--- src/rtl/instr_fetch_buf.sv ---
// Fetch buffer between the PC and decode: issues reads to a synchronous program
// memory and queues each returned instruction, tagged with its PC, in a small FIFO.
module instr_fetch_buf #(
    parameter int AW      = 10,
    parameter int DW      = 32,
    parameter int DEPTH   = 4,
    parameter int MEM_LAT = 1
) (
    input  logic                   clk,
    input  logic                   RST_N,
    input  logic [AW-1:0]          PC_IN,
    input  logic                   PC_VALID,
    output logic                   PC_READY,
    input  logic                   FLUSH,
    output logic [AW-1:0]          MEM_ADDR,
    output logic                   MEM_RD,
    input  logic [DW-1:0]          MEM_DATA,
    output logic [DW-1:0]          IR_OUT,
    output logic [AW-1:0]          IR_PC,
    output logic                   IR_VALID,
    input  logic                   IR_READY,
    output logic [$clog2(DEPTH):0] COUNT
);
    localparam int PW = $clog2(DEPTH);
    localparam int CW = PW + 1;
    localparam int SW = CW + 2;

    logic [PW-1:0]      rd_ptr_q, rd_ptr_d;
    logic [PW-1:0]      wr_ptr_q, wr_ptr_d;
    logic [CW-1:0]      count_q, count_d;
    logic [MEM_LAT-1:0] pipe_vld_q, pipe_vld_d;
    logic [AW-1:0]      pipe_tag_q [MEM_LAT];
    logic [AW-1:0]      pipe_tag_d [MEM_LAT];
    logic [DW-1:0]      fifo_instr_q [DEPTH];
    logic [AW-1:0]      fifo_pc_q [DEPTH];
    logic [SW-1:0]      used;
    logic               issue;
    logic               push;
    logic               pop;

    // Credit counts queued entries plus reads still in the memory pipe, so a
    // read is only issued when its result is guaranteed a FIFO slot.
    always_comb begin
        used = SW'(count_q);
        for (int i = 0; i < MEM_LAT; i++) begin
            used = used + SW'(pipe_vld_q[i]);
        end
    end

    assign PC_READY = (used < SW'(DEPTH));
    assign issue    = PC_VALID & PC_READY & ~FLUSH & RST_N;
    assign MEM_RD   = issue;
    assign MEM_ADDR = PC_IN;

    assign IR_VALID = (count_q != '0);
    assign IR_OUT   = IR_VALID ? fifo_instr_q[rd_ptr_q] : '0;
    assign IR_PC    = IR_VALID ? fifo_pc_q[rd_ptr_q] : '0;
    assign COUNT    = count_q;

    assign push = pipe_vld_q[MEM_LAT-1] & ~FLUSH;
    assign pop  = IR_VALID & IR_READY & ~FLUSH;

    always_comb begin
        pipe_vld_d    = '0;
        pipe_tag_d[0] = PC_IN;
        for (int i = 1; i < MEM_LAT; i++) begin
            pipe_tag_d[i] = pipe_tag_q[i-1];
        end
        if (!FLUSH) begin
            pipe_vld_d[0] = issue;
            for (int i = 1; i < MEM_LAT; i++) begin
                pipe_vld_d[i] = pipe_vld_q[i-1];
            end
        end
    end

    always_comb begin
        rd_ptr_d = rd_ptr_q;
        wr_ptr_d = wr_ptr_q;
        count_d  = count_q;
        if (FLUSH) begin
            rd_ptr_d = '0;
            wr_ptr_d = '0;
            count_d  = '0;
        end else begin
            if (push) wr_ptr_d = wr_ptr_q + PW'(1);
            if (pop)  rd_ptr_d = rd_ptr_q + PW'(1);
            count_d = count_q + CW'(push) - CW'(pop);
        end
    end

    always_ff @(posedge clk or negedge RST_N) begin
        if (!RST_N) begin
            rd_ptr_q   <= '0;
            wr_ptr_q   <= '0;
            count_q    <= '0;
            pipe_vld_q <= '0;
        end else begin
            rd_ptr_q   <= rd_ptr_d;
            wr_ptr_q   <= wr_ptr_d;
            count_q    <= count_d;
            pipe_vld_q <= pipe_vld_d;
        end
    end

    // Tags and FIFO storage carry no reset; their valid bits qualify them.
    always_ff @(posedge clk) begin
        pipe_tag_q <= pipe_tag_d;
        if (push) begin
            fifo_instr_q[wr_ptr_q] <= MEM_DATA;
            fifo_pc_q[wr_ptr_q]    <= pipe_tag_q[MEM_LAT-1];
        end
    end

    a_no_overflow: assert property (@(posedge clk) disable iff (!RST_N)
        !(push && count_q == CW'(DEPTH)));

endmodule

--- config.mk ---
export PLATFORM = sky130hd
export DESIGN_NAME = instr_fetch_buf
export DESIGN_NICKNAME = d
export VERILOG_FILES = /design/src/rtl/instr_fetch_buf.sv
export SDC_FILE = /design/constraint.sdc
export NUM_CORES = 1
export LEC_CHECK = 0
export ABC_CLOCK_PERIOD_IN_PS = 2400
export BUFFER_PORTS_ARGS = -buffer_cell sky130_fd_sc_hd__buf_2
export CORE_MARGIN = 4
export CORE_UTILIZATION = 32
export CTS_CLUSTER_DIAMETER = 120
export DETAILED_ROUTE_END_ITERATION = 12
export PLACE_DENSITY = 0.5
export SYNTH_ARGS = -nofsm -noshare
export SYNTH_HDL_FRONTEND = slang
export SYNTH_SLANG_ARGS = --single-unit
--- constraint.sdc ---
create_clock -name clk -period 2.4 [get_ports clk]
set_input_delay 0 -clock clk [delete_from_list [all_inputs] [get_ports clk]]
set_output_delay 0 -clock clk [all_outputs]
set_load 0.01 [all_outputs]
======== Word level (Yosys, flattened, before mapping) ========
Memory sizes are Yosys's and may differ from the RTL's.
Cells that the tools add are included.
operators by class
  add/subtract/negate cells ............... 5
  reduce and logical (&&, ||, !) cells .... 3
  $lt $le $gt $ge ......................... 1
  mux-type cells .......................... 10
  bitwise logic cells ..................... 7
operators with widths
  kind                                                                   count
  32-bit 2-to-1 mux                                                      1
  10-bit 2-to-1 mux                                                      1
  2-bit 2-to-1 mux                                                       4
  1-bit bitwise AND                                                      6
  2-bit by 1-bit adder with 2-bit output (second input constant)         2
  3-bit by 1-bit adder with 4-bit output                                 1
  4-bit by 3-bit < comparator with 1-bit output (second input constant)  1
  2-bit nonzero test                                                     2
  3-bit by 1-bit adder with 3-bit output                                 1
  1-bit 2-to-1 mux                                                       3
  3-bit 2-to-1 mux                                                       1
  3-bit nonzero test                                                     1
  3-bit by 1-bit subtractor with 3-bit output                            1
  1-bit inverter                                                         1
storage, ports and cells
  word-level logic and storage cells ...... 33
  memories ................................ 2
  bits of input ports ..................... 47
  register bits ........................... 18
  memory bits (writable) .................. 168
  output and inout port bits .............. 58
memories
  memory        depth  bits a word  read ports  clocked after Yosys merged registers in  write ports  line  RTL
  fifo_instr_q  4      32           1           0                                        1            34    logic [DW-1:0] fifo_instr_q [DEPTH];
  fifo_pc_q     4      10           1           0                                        1            35    logic [AW-1:0] fifo_pc_q [DEPTH];

======== Longest topological paths before layout ========
Gate-level depths: netlist (run 1).
  word-level depth ........................ 6
  mapped depth ............................ 10
  depth with buffers taken out ............ 9

======== Worst setup path before layout (run 1) ========
OpenSTA, ideal clock, no wires.
  path type ............................... register to register
  start ................................... register pipe_vld_q
  end ..................................... memory fifo_instr_q[0][0], enable pin
  cell stages (with the launch flop) ...... 3
  data required time ...................... 1.996 ns
  path buffers ............................ 0
  setup time .............................. 0.404 ns
  data arrival time ....................... 1.683 ns
  clock period less this slack ............ 2.087 ns
  slack ................................... 0.313 ns
  path through ............................ dfrtp_1 > nor2b_1 > and2_1
on the way
  word-level cells in the longest chain between the ends .. 3
RTL lines
  item                                    line  RTL
  start: declaration                      31    logic [MEM_LAT-1:0] pipe_vld_q, pipe_vld_d;
  start signal: assignment                102   pipe_vld_q <= pipe_vld_d;
  1-bit bitwise AND                       60    assign push = pipe_vld_q[MEM_LAT-1] & ~FLUSH;
  1-bit 2-to-1 mux                        109   if (push) begin
  1-bit 2-to-1 mux (not written as such)  110   fifo_instr_q[wr_ptr_q] <= MEM_DATA;
  end: declaration                        34
No other way between the ends.

======== Worst setup path after layout (run 1) ========
  start ................................... register rd_ptr_q[1]
  end ..................................... output port IR_PC[8]
on the way
  word-level cells in the longest chain between the ends .. 2
RTL lines
  item                      line  RTL
  start: declaration        28    logic [PW-1:0] rd_ptr_q, rd_ptr_d;
  start signal: assignment  99    rd_ptr_q <= rd_ptr_d;
  memory read 4 x 10 bit    n/a
  10-bit 2-to-1 mux         57    assign IR_PC = IR_VALID ? fifo_pc_q[rd_ptr_q] : '0;
  end: declaration          19    output logic [AW-1:0] IR_PC,
No other way between the ends.

==> flow_summary.yaml, run 1 <==
routing:
  dr.pass1.iters: 4
  drtAntennaViolNets: 0
  drc: 0
  met2_length_mm: 7.26
  routed-via-count: 3620
  finalWirelength_mm: 14.5
  drt_iter0_drc: 154
  avgViaCountPerCell: 4.56
  wl_met3_um: 740
  top_layer_used: "met4"
  drt-met1-wl_mm: 6.32
  wl_per_cell_um: 18.3
pwr:
  p_per_area_mw_per_mm2: 903
  switching_share_pct: 26.5
  power_frac_comb_pct: 21.7
  p_sw_mw: 2.18
  clkPwrFrac_pct: 33.1
  p_int_mw: 6.04
  p_leak_nw: 3.20
  pwr-share-seq_pct: 45.2
  ir_drop_mv: 0.479
critical_path:
  critical_path.slowest_cell: "dfrtp_2"
  worst_path_largest_cell_delay_ns: 0.78
  path_cells: "buf_4 > mux4_2 > nor2b_1 > buf_2"
  required_ns: 2.40
  path_class: "reg -> out"
  cp-startpoint: "rd_ptr_q[1]"
  r2r-start: "COUNT[0]"
  cpLargestDelayFamily: "flip-flops"
  crit_arrival_ns: 2.22
  start_kind: "register"
  endpoint_kind: "primary output"
  crit_buf_inv: 2
  critical_path.max_fanout: 23
cts:
  cts_max_path_buffers: 2
  clock-sinks: 186
  numCtsBuffers: 17
  path_clk_slew_ns: 0.07
  cts_root_buffer: "clkbuf_16"
  clock_latency_ns: 0.42
  cts_tree: "done"
  htree_levels: 4
grt:
  grt_pass1_wl_mm: 22.5
  grt_overflow: 0
  gr-usage-all-layers_pct: 12.4
  grt_pass1_vias: 3884
  grt_max_degree: 36
  antenna_found_initial: 0
synthesis:
  synth_area_mm2: 0.00714
  synth.avg_cell_area_um2: 21.1
  ys_seq_elements: 186
  yosysWarnings: 0
  synthTopCellsByArea: "edfxtp_1 71%, mux4_2 13%, nor2b_1 3.9%, dfrtp_1 2.8%, dfxtp_1 2.8%"
  synth_top_area_share_pct: 70.7
  yosysUniqueCellTypes: 27
  synth_nets: 393
  yosys.area.top_type: "edfxtp_1"
  ys_seq_area_share_pct: 76.3
  syn-instance-count: 338
sta:
  slew_viol_final: 0
  rsz0062_at_grt: "no"
  finalCritPeriodShare_pct: 92.5
  max_slew_margin_pct: 57.0
  min_period_ns: 2.22
  clock.fmax_mhz: 451
  finClkSkew_ns: 0.00800
  worstMarginPinSlew_ns: 0.645
  tns_ns: 0
  finalHoldViolCount: 0
  timing.final.setup_violations: 0
floorplanning:
  die_area_mm2: 0.0248
  initial_core_util_pct: 32.6
  die_h_um: 157
  die_w_um: 157
  fp-row-count: 54
  coreArea_mm2: 0.0219
  io_pins: 105
final_layout:
  nFillCells: 1988
  nNetsFinal: 555
  insertedDiodeCount: 0
  syn_to_final_growth_pct: 27.5
  multiInputGateArea_mm2: 0.00151
  fin_area_mm2: 0.00910
  layout_common_cells: "168 x edfxtp_1, 104 x buf_2, 48 x dlygate4sd3_1"
  stdcell_count: 793
  layout_commonest_cell: "edfxtp_1"
  regArea_mm2: 0.00545
  layout-drive-gt1-share_pct: 38.8
place:
  portBuffers: 104
  dpl.hpwl_mm: 8.97
  dp.cells: 713
  gp_congestion: 0.680
  dpl-instance-area_mm2: 0.00804
worst_hold_path:
  min_from: "PC_IN[6]"
  hold_class: "in -> reg"
job:
  maxCapViolations: 0
outcome:
  status: "complete, no violations"
-- flip-flops by register name, summed over array words and instances (netlist names) --
register      cells
fifo_instr_q    128
fifo_pc_q        40
COUNT             3
wr_ptr_q          2
rd_ptr_q          2
pipe_vld_q        1
pipe_tag_q       10
-- layout make-up --
cell class | count | area share [%]
clock buffer | 24 | 5.51
clock inverter | 8 | 0.948
multi-input combinational | 121 | 16.6
inverter | 6 | 0.247
tap | 280 | 3.85
timing repair buffer | 168 | 13.0
sequential | 186 | 59.9
-- metrics by stage --
| step | power [mW] | hold slack [ns] | worst slack [ns] | util, % |
|---|---|---|---|---|
| floorplan | 4.84 | -0.296 | 0.313 | - |
| finish | 8.22 | 0.220 | 0.181 | 41.6 |
| global route | 8.66 | 0.219 | 0.0101 | 41.6 |
| detailed placement | 5.58 | -0.127 | 0.262 | 36.7 |
| CTS | 8.38 | 0.192 | 0.0536 | 41.6 |
| global placement | 5.57 | -0.132 | 0.321 | 36.7 |
-- per-layer routing --
metal	track usage, %	up-vias
met4	3.97	0
met1	15.7	1867
met3	3.57	14
met2	20.5	94
met5	0	-
li1	-	1645
-- final timing paths --
path | end | slack [ns] | cells after the start
max | IR_PC[8] | 0.18 | 4
min | pipe_tag_q[6] | 0.22 | 2
max reg2reg | COUNT[2] | 0.27 | 9
min reg2reg | fifo_pc_q[3][0] | 0.47 | 0
max in group asynchronous | rd_ptr_q[0] | 1.47 | 3
min in group asynchronous | rd_ptr_q[1] | 0.61 | 3
-- cells by family after synthesis --
logic type / count (synthesis) / synth area share [%]
AO/OA/AOI/OAI: 7 / 0.631
XOR/XNOR: 3 / 0.368
adder cells (fa/ha/maj): 8 / 1.51
buffers and inverters: 31 / 2.77
flip-flops: 186 / 76.3
multiplexers: 43 / 13.4
AND/OR/NAND/NOR: 60 / 5.08
-- timing repair --
item | in CTS | in global routing
hold endpoints to repair | 154 | 0
resized for setup | 0 | 0
hold buffers | 48 | 0
setup buffers | 0 | 0
-- worst register-to-register path, delay by kind of cell (launching register included) --
kind	cells	cell delay, ns
buffers and inverters	2	0.11
AOI/OAI and AO/OA	1	0.37
adders and majority gates	3	0.81
DFF	1	0.46
xor gates and xnor gates	1	0.15
and+or+nand+nor	2	0.13
-- synthesized netlist by cell type (all sizes together) --
cell,number
edfxtp,168
nor2b,44
mux4,42
buf,20
dfxtp,10
dfrtp,8
ha,7
nor2,7
inv,6
clkbuf,5
and2,4
a211oi,2
a21oi,2
xnor2,2
fa,1
mux2i,1
nand2,1
nand3b,1
nand4b,1
nor3,1
o211ai,1
o21ai,1
o31ai,1
or3,1
xor2,1
-- power groups by stage --
stage	logic [mW]	registers, mW	clock network [mW]
after floorplan	1.13	3.71	0
after global placement	1.78	3.79	0
after detailed placement	1.79	3.79	0
after CTS	1.86	3.72	2.79
after global routing	1.98	3.74	2.95
final	1.78	3.72	2.72
Power figures use the tool's default switching activity.
==> run 2, diff against run 1 <==
==> constraint.sdc (replaced) <==
create_clock -name clk -period 2.4 [get_ports clk]
set_input_delay 0.48 -clock clk [delete_from_list [all_inputs] [get_ports clk]]
set_output_delay 0.48 -clock clk [all_outputs]
set_load 0.01 [all_outputs]
==> flow_summary.yaml, run 2 (synthesis results as in run 1) <==
cts:
  cts_tree: "done"
  clock_latency_ns: 0.42
  cts_root_buffer: "clkbuf_16"
  numCtsBuffers: 17
  clock-sinks: 186
  htree_levels: 4
  cts_max_path_buffers: 2
  path_clk_slew_ns: 0.06
routing:
  finalWirelength_mm: 14.4
  drt-met1-wl_mm: 5.95
  top_layer_used: "met5"
  routed-via-count: 3536
  met2_length_mm: 7.50
  dr.pass1.iters: 4
  avgViaCountPerCell: 4.68
  drtAntennaViolNets: 0
  drc: 0
  wl_per_cell_um: 19.1
  drt_iter0_drc: 129
  wl_met3_um: 745
outcome:
  violations: "negative setup slack"
  status: "finished with violations"
critical_path:
  path_cells: "buf_12 > mux4_2 > nor2b_1 > buf_2"
  critical_path.slowest_cell: "mux4_2"
  crit_arrival_ns: 1.93
  worst_r2r_path_depth: 10
  endpoint_kind: "primary output"
  required_ns: 1.92
  critical_path.max_fanout: 17
  worst_path_largest_cell_delay_ns: 0.53
  path_class: "reg -> out"
  start_kind: "register"
grt:
  gr-usage-all-layers_pct: 12.0
  grt_pass1_wl_mm: 21.9
  antenna_found_initial: 1
  grt_overflow: 0
  grt_pass1_vias: 3776
  grt_max_degree: 35
pwr:
  switching_share_pct: 26.6
  clkPwrFrac_pct: 33.0
  pwr-share-seq_pct: 44.0
  ir_drop_mv: 0.455
  p_leak_nw: 3.05
  power_frac_comb_pct: 22.9
  p_per_area_mw_per_mm2: 950
  p_sw_mw: 2.21
  p_int_mw: 6.09
final_layout:
  regMostFlops: "fifo_instr_q"
  reg_top3: "fifo_instr_q: 128 flops, fifo_pc_q: 40 flops, pipe_tag_q: 10 flops"
  final_util_pct: 39.9
  layout_common_cells: "168 x edfxtp_1, 103 x buf_2, 43 x nor2b_1"
  stdcell_count: 755
  layout-drive-gt1-share_pct: 45.1
  syn_to_final_growth_pct: 22.4
  largest_reg_flops: 128
  nNetsFinal: 517
  insertedDiodeCount: 0
  layout_commonest_cell: "edfxtp_1"
sta:
  clock.fmax_mhz: 415
  worstMarginPinSlew_ns: 0.371
  finalHoldViolCount: 0
  rsz0062_at_grt: "yes"
  max_slew_margin_pct: 75.3
  whs_ns: 0.0164
  timing.final.setup_violations: 1
  finClkSkew_ns: 0.0106
  slew_viol_final: 0
  min_period_ns: 2.41
  finalCritPeriodShare_pct: 100
  fin_ws_ns: -0.00822
  tns_ns: -0.00822
floorplanning:
  die_h_um: 157
  io_pins: 105
  coreArea_mm2: 0.0219
  initial_core_util_pct: 32.6
  fp-row-count: 54
  die_w_um: 157
  die_area_mm2: 0.0248
place:
  dp_slack_ns: 0.203
  dp.cells: 714
  gp_congestion: 0.675
  dpl.hpwl_mm: 9.08
  portBuffers: 104
worst_hold_path:
  hold_class: "in -> async"
job:
  maxCapViolations: 0
run 2: cell count changes in the layout (fill, tap and decap cells not counted), sizes merged:
cell,change
dlygate4sd3,-48
buf,+10
clkinv,-3
clkinvlp,+3
clkbuf,-2
inv,+2
run 2: layout make-up:
class | instances | area, um2
fill | 2008 | 13200
sequential | 186 | 5450
multi-input combinational | 121 | 1520
timing repair buffer | 130 | 801
clock buffer | 22 | 484
tap | 280 | 350
clock inverter | 10 | 106
inverter | 6 | 22.5
run 2: worst paths after layout:
| path | startpoint | endpoint | slack (ns) |
|---|---|---|---|
| worst max-delay path | rd_ptr_q[0] | IR_OUT[27] | -0.008 |
| worst min-delay path | RST_N | rd_ptr_q[1] | 0.02 |
| worst min register to register | pipe_tag_q[0] | fifo_pc_q[2][0] | 0.48 |
| max in group asynchronous | RST_N | rd_ptr_q[0] | 2.24 |
| min in group clk | PC_IN[8] | pipe_tag_q[8] | 0.17 |
| worst max register to register | COUNT[1] | COUNT[2] | 0.22 |
run 2: repair_timing:
item | CTS | global route
gates resized for setup | 4 | 3
hold endpoints to repair | 0 | 0
endpoints found under the setup margin | 34 | 42
setup buffers | 3 | 6
hold buffers | 0 | 0
pin swaps | 1 | 1
run 2: power groups by stage:
stage          Combinational (mW)  Sequential (mW)  Clock [mW]
2_1_floorplan                1.13             3.71           0
3_3_place_gp                 1.81             3.76           0
3_5_place_dp                 1.82             3.77           0
4_1_cts                      1.88             3.67        2.82
5_1_grt                      2.10             3.66        2.96
6_report                     1.90             3.65        2.74
run 2: routing by layer:
metal	global-route usage (%)	vias to the layer above
met4	3.69	2
met5	0	-
met1	14.8	1856
li1	-	1568
met2	20.4	92
met3	3.68	18
run 2: worst max-delay path: cells and delay by family (launching register included):
kind                   cells  cell delay (ns)
muxes                      1             0.53
DFF                        1             0.47
buffers and inverters      2             0.33
and+or+nand+nor            1             0.16
run 2: stage by stage:
stage	total power [mW]	cell area (um2)
after floorplan	4.84	7140
after global placement	5.57	8060
after detailed placement	5.58	8060
after CTS	8.38	8680
after global routing	8.72	8740
final	8.30	8740
